<file path="src/rtl/shell_sync_debounce.sv">
// Multi-channel async-input synchronizer with a per-channel glitch filter.
// Each din bit is synchronized, then dout follows only after the change persists for FILTER_CYCLES cycles.
module shell_sync_debounce #(
   parameter int unsigned      WIDTH         = 8,
   parameter int unsigned      DEPTH         = 2,
   parameter int unsigned      FILTER_CYCLES = 4,
   parameter logic [WIDTH-1:0] RESET_VAL     = '0
) (
   input  logic             clk,
   input  logic             rst_n,
   input  logic [WIDTH-1:0] din,
   output logic [WIDTH-1:0] dout,
   output logic [WIDTH-1:0] rise,
   output logic [WIDTH-1:0] fall,
   output logic [WIDTH-1:0] busy
);

   localparam int unsigned CW = $clog2(FILTER_CYCLES + 1);

   // First stage samples the raw async input: timing false path, keep it intact.
   (* ASYNC_REG = "TRUE", dont_touch = "true" *) logic [WIDTH-1:0] meta_q;
   logic [WIDTH-1:0] meta_d;
   logic [WIDTH-1:0] sync_q [1:DEPTH-1];
   logic [WIDTH-1:0] sync_d [1:DEPTH-1];
   logic [WIDTH-1:0] s;

   logic [WIDTH-1:0] dout_q, dout_d;
   logic [WIDTH-1:0] rise_q, rise_d;
   logic [WIDTH-1:0] fall_q, fall_d;
   logic [WIDTH-1:0] busy_q, busy_d;

   always_comb begin
      meta_d    = din;
      sync_d[1] = meta_q;
      for (int unsigned k = 2; k < DEPTH; k++) begin
         sync_d[k] = sync_q[k-1];
      end
   end

   assign s = sync_q[DEPTH-1];

   generate
      if (FILTER_CYCLES == 1) begin : g_direct
         always_comb begin
            dout_d = s;
            rise_d = s & ~dout_q;
            fall_d = ~s & dout_q;
            busy_d = '0;
         end
      end else begin : g_filt
         logic [CW-1:0] cnt_q [WIDTH];
         logic [CW-1:0] cnt_d [WIDTH];

         // A matching sample discards any partial qualification.
         always_comb begin
            dout_d = dout_q;
            rise_d = '0;
            fall_d = '0;
            busy_d = '0;
            for (int unsigned i = 0; i < WIDTH; i++) begin
               cnt_d[i] = '0;
               if (s[i] != dout_q[i]) begin
                  if (cnt_q[i] == CW'(FILTER_CYCLES - 1)) begin
                     dout_d[i] = s[i];
                     rise_d[i] = s[i];
                     fall_d[i] = ~s[i];
                  end else begin
                     cnt_d[i] = cnt_q[i] + CW'(1);
                  end
               end
               busy_d[i] = (cnt_d[i] != '0);
            end
         end

         always_ff @(posedge clk or negedge rst_n) begin
            if (!rst_n) begin
               for (int unsigned i = 0; i < WIDTH; i++) begin
                  cnt_q[i] <= '0;
               end
            end else begin
               for (int unsigned i = 0; i < WIDTH; i++) begin
                  cnt_q[i] <= cnt_d[i];
               end
            end
         end
      end
   endgenerate

   always_ff @(posedge clk or negedge rst_n) begin
      if (!rst_n) begin
         meta_q <= RESET_VAL;
         for (int unsigned k = 1; k < DEPTH; k++) begin
            sync_q[k] <= RESET_VAL;
         end
         dout_q <= RESET_VAL;
         rise_q <= '0;
         fall_q <= '0;
         busy_q <= '0;
      end else begin
         meta_q <= meta_d;
         for (int unsigned k = 1; k < DEPTH; k++) begin
            sync_q[k] <= sync_d[k];
         end
         dout_q <= dout_d;
         rise_q <= rise_d;
         fall_q <= fall_d;
         busy_q <= busy_d;
      end
   end

   assign dout = dout_q;
   assign rise = rise_q;
   assign fall = fall_q;
   assign busy = busy_q;

endmodule

</file>
<file path="config.mk">
export PLATFORM = sky130hd
export DESIGN_NAME = shell_sync_debounce
export DESIGN_NICKNAME = d
export VERILOG_FILES = /design/src/rtl/shell_sync_debounce.sv
export SDC_FILE = /design/constraint.sdc
export NUM_CORES = 1
export LEC_CHECK = 0
export CAP_MARGIN = 10
export CORE_UTILIZATION = 36
export CTS_BUF_LIST = sky130_fd_sc_hd__clkbuf_8 sky130_fd_sc_hd__clkbuf_16
export CTS_CLUSTER_DIAMETER = 50
export CTS_CLUSTER_SIZE = 20
export DETAILED_ROUTE_END_ITERATION = 8
export PLACE_DENSITY = 0.67
export SYNTH_ARGS = -nofsm -noshare
export SYNTH_HDL_FRONTEND = slang
export SYNTH_SLANG_ARGS = --single-unit
</file>
<file path="constraint.sdc">
create_clock -name clk -period 1.5 [get_ports clk]
set_clock_uncertainty 0.05 [all_clocks]
set_input_delay 0.15 -clock clk [delete_from_list [all_inputs] [get_ports clk]]
set_output_delay 0.15 -clock clk [all_outputs]
set_load 0.02 [all_outputs]
</file>
==> qor_table.md <==
| Group | Quantity | Value |
|---|---|---|
| power and ir drop | Peak supply drop | 0.602 mV |
| synth | Most common cell in the netlist | sky130_fd_sc_hd__dfrtp_1 |
| synth | Cell types occupying the most area after synthesis | sky130_fd_sc_hd__dfrtp_1, sky130_fd_sc_hd__nor3b_1, sky130_fd_sc_hd__and3b_2, sky130_fd_sc_hd__ha_1, sky130_fd_sc_hd__mux2_2 |
| worst setup path | Critical path cell sequence | clkdlybuf4s50_1 |
| route | DRC viols | 0 |
| clock network | Htree depth | 3 |
| cells and area | Synthesis-to-finish area growth | 30.6% |
| worst setup path | Worst endpoint data arrival time | 1250 ps |
| timing | Period Utilization, post-route | 0.965 |
| power and ir drop | Leak pwr | 1.90 nW |
| placed design | Detailed-placement wirelength estimate | 2650 um |
| synth | Largest area contributor in the netlist | sky130_fd_sc_hd__dfrtp_1 |
| synth | Average footprint of a synthesized cell | 15.3 um2 |
| worst setup path | Critical R2R Capture | dout[7]$_DFFE_PN0P_ |
| synth | Post-synthesis net count | 189 |
| placed design | Routability congestion estimate | 0.722 |
| die | Die X | 87.4 um |
| worst setup path | Maximum fanout encountered on the critical timing path | 1 |
| route | Via-to-Cell Ratio | 4.65 |
| timing | Setup tns final | 0 ps |
| flow run | Number of max-cap violations | 0 |
| synth | Number of flops mapped to enable cells by yosys | 0 |
| global route | Global-route wire length before repair | 6710 um |
| die | Site Rows | 30 |
| worst setup path | Endpoint kind of the worst setup timing path | output pin |
| timing | Setup-failing EPs final | 0 |
| clock network | Insertion delay of the later-clocked pin in the worst-skew pair | 340 ps |
| route | Mean routed wirelength per cell | 11.7 um |
| synth | Ranking of synthesized cells by instance count | sky130_fd_sc_hd__dfrtp_1, sky130_fd_sc_hd__nor3b_1, sky130_fd_sc_hd__and3b_2 |
| hold path | Min-Delay Path Class | in2async |
| cells and area | Final non-filler cell total | 327 |
| placed design | Number of placed cells counting well taps | 310 |
| cells and area | Share of post-route cells with drive strength above 1 | 0.182 |
| clock network | Clock tree from TritonCTS | done |
| route | Vias after detailed routing | 1519 |
| worst setup path | Cell type of the slowest stage on the worst timing path | sky130_fd_sc_hd__clkdlybuf4s50_1 |
| cells and area | Post-Route Utilization | 0.496 |
| clock network | Clock root buffer | sky130_fd_sc_hd__clkbuf_8 |
| die | Core ar. | 6910 um2 |
| route | Number of iterations in the first detailed-routing pass | 4 |
| route | Total Routed Length | 3820 um |
| worst setup path | Critical path buffer and inverter count | 1 |
| power and ir drop | Total Power | 5.98 mW |
| timing | Highest clock rate | 0.691 GHz |
| cells and area | Area of all placed cells without fillers | 3420 um2 |
| power and ir drop | Pwr per Cell Area | 1750 nW/um2 |
| die | Die Y | 87.4 um |
| synth | Fraction of registers with async set/reset | 1.00 |
| timing | Minimum hold slack | 181 ps |
| clock network | Count of buffers added by post-CTS timing repair for setup | 0 |
| die | Area of the die | 7630 um2 |
| timing | Final setup slack of the worst path | 52.6 ps |
| worst setup path | Cell type group with the largest total delay on the critical path | buffers and inverters |
| power and ir drop | Portion of total power attributed to the clock network | 0.248 |
| power and ir drop | Switching Share | 0.310 |
| worst setup path | Depth of the critical timing path with buffers and inverters included | 1 |
| worst setup path | Critical path launch point | fall[1]$_DFF_PN0_ |
| power and ir drop | Part of the power in combinational logic | 0.307 |
| clock network | Inserted Clock Buffers | 9 |
| synth | Top cell type's share of synthesized area | 0.687 |
| route | Detailed router's first-iteration violation count | 32 |
| cells and area | Number of nets in the finished design | 244 |
| synth | Cell count after synthesis | 171 |
| outcome | Status | finished, final reports clean |
| global route | Antenna violations before repair | 0 |
| worst setup path | Max incr delay on CP | 590 ps |
| synth | Netlist Area Pre-Place | 2620 um2 |
| clock network | Total number of clock tree sinks | 72 |
| global route | Total routing resource utilization after global routing | 0.120 |
| timing | Min Tclk post-route | 1450 ps |
| global route | Vias in the first global route | 1561 |
| synth | Number of register bits inferred by synthesis | 72 |
| die | Top-level port count | 42 |
| route | Antenna Violating Nets Remaining | 0 |
| timing | RSZ-0062 raised after global routing | false |
| cells and area | Diodes inserted | 0 |
| global route | Grt ovf | 0 |
| timing | Number of hold violations in the final report | 0 |
| clock network | Number of buffers on the longest clock path | 2 |
| clock network | Clock-pin transition on the worst setup and hold timing paths | 70 ps |
| worst setup path | Worst r2r path cells | 3 |
| power and ir drop | Sequential fraction of design power | 0.445 |
| synth | Most frequently used flop master after synthesis | sky130_fd_sc_hd__dfrtp_1 |
| worst setup path | Capturing instance or port of the critical path | fall[1] |
| worst setup path | R2R Setup Slk | 110 ps |
| timing | Normalized max-slew margin | 0.764 |
| placed design | Worst slack, placed | 128 ps |
| placed design | Cell Area, Placed | 3180 um2 |
| synth | Part of the Yosys area used for sequential elements | 0.687 |
| worst setup path | Kind of launch point of the worst setup path | register |
| global route | Pin count of the biggest net entering global routing | 35 |
| synth | Distinct cell type count after synthesis | 14 |
| timing | Worst-Margin Slew | 352 ps |
| power and ir drop | Net Sw Power | 1.85 mW |
| worst setup path | CP Data Required Time | 1300 ps |
| power and ir drop | Power Internal | 4.13 mW |
| placed design | IO buf count | 41 |
| synth | Yosys warning total | 0 |
| die | Effective utilization at floorplan | 0.380 |
| worst setup path | Reg2Reg Launch Point | g_filt.cnt_q[0]$_DFF_PN0_ |
| timing | Slew Limit Fails | 0 |
| worst setup path | Class of the most critical setup path | reg2out |
[registers in the layout, indices dropped and copies added, names as in the netlist]
register and flops:
g_filt.cnt_q 24, fall 8, busy 8, meta_q 8, dout 8, s 8, rise 8
[worst register-to-register path, delay by kind of cell (launching register included)]
kind	cells	cell delay, ps
DFF	1	390
muxes	1	360
and+or+nand+nor	1	270
adders and majority gates	1	200
[kinds of logic after synthesis]
logic type | synth area share
adder cells (fa/ha/maj) | 0.0382
AO/OA/AOI/OAI | 0.0100
AND/OR/NAND/NOR | 0.199
buffers and inverters | 0.00429
XOR/XNOR | 0.0267
flip-flops | 0.687
multiplexers | 0.0344
[layout make-up]
class	count	area [um2]
tap	96	120
clock inverter	5	47.5
timing repair buffer	44	483
multi-input combinational	96	810
clock buffer	11	151
sequential	72	1800
fill	634	3480
inverter	3	11.3
[placed cells by master, fill, tap and decap left out, types with 8 or more instances in the layout]
cell | Yosys | routed
sky130_fd_sc_hd__and3b_1 | 9 | 9
sky130_fd_sc_hd__and3b_2 | 10 | 10
sky130_fd_sc_hd__clkbuf_8 | 0 | 11
sky130_fd_sc_hd__clkdlybuf4s50_1 | 0 | 10
sky130_fd_sc_hd__dfrtp_1 | 72 | 72
sky130_fd_sc_hd__dlygate4sd2_1 | 0 | 10
sky130_fd_sc_hd__dlymetal6s2s_1 | 0 | 20
sky130_fd_sc_hd__ha_1 | 8 | 8
sky130_fd_sc_hd__mux2_2 | 8 | 8
sky130_fd_sc_hd__nor3b_1 | 24 | 24
sky130_fd_sc_hd__xnor2_1 | 8 | 8
[power groups by stage]
stage          clock [mW]  combinational [mW]  sequential [mW]
2_1_floorplan           0               0.933             2.97
3_3_place_gp            0                1.92             2.70
3_5_place_dp            0                1.97             2.72
4_1_cts              1.55                1.89             2.68
5_1_grt              1.62                2.04             2.73
6_report             1.48                1.84             2.67
[metal layers]
layer	vias up	GRT usage	wire (um)
met4	0	0.0581	71
met2	36	0.194	1840
met3	8	0.0720	255
met1	759	0.124	1650
met5	-	0	0
li1	716	-	-
[worst min path at each step]
stage                     endpoint  depth (start not counted)
5_1_grt        meta_q[3]$_DFF_PN0_                          1
3_5_place_dp     busy[7]$_DFF_PN0_                          1
3_3_place_gp     busy[7]$_DFF_PN0_                          1
4_1_cts          busy[7]$_DFF_PN0_                          2
2_1_floorplan    busy[0]$_DFF_PN0_                          0
6_report         busy[7]$_DFF_PN0_                          2
[repair_timing]
item                       in CTS  in global routing
hold buffers                    1                  0
hold endpoints to repair       72                  0
setup endpoints to repair      10                 20
resized for setup              10                 20
Note: power is estimated with default switching activity, not from simulation.
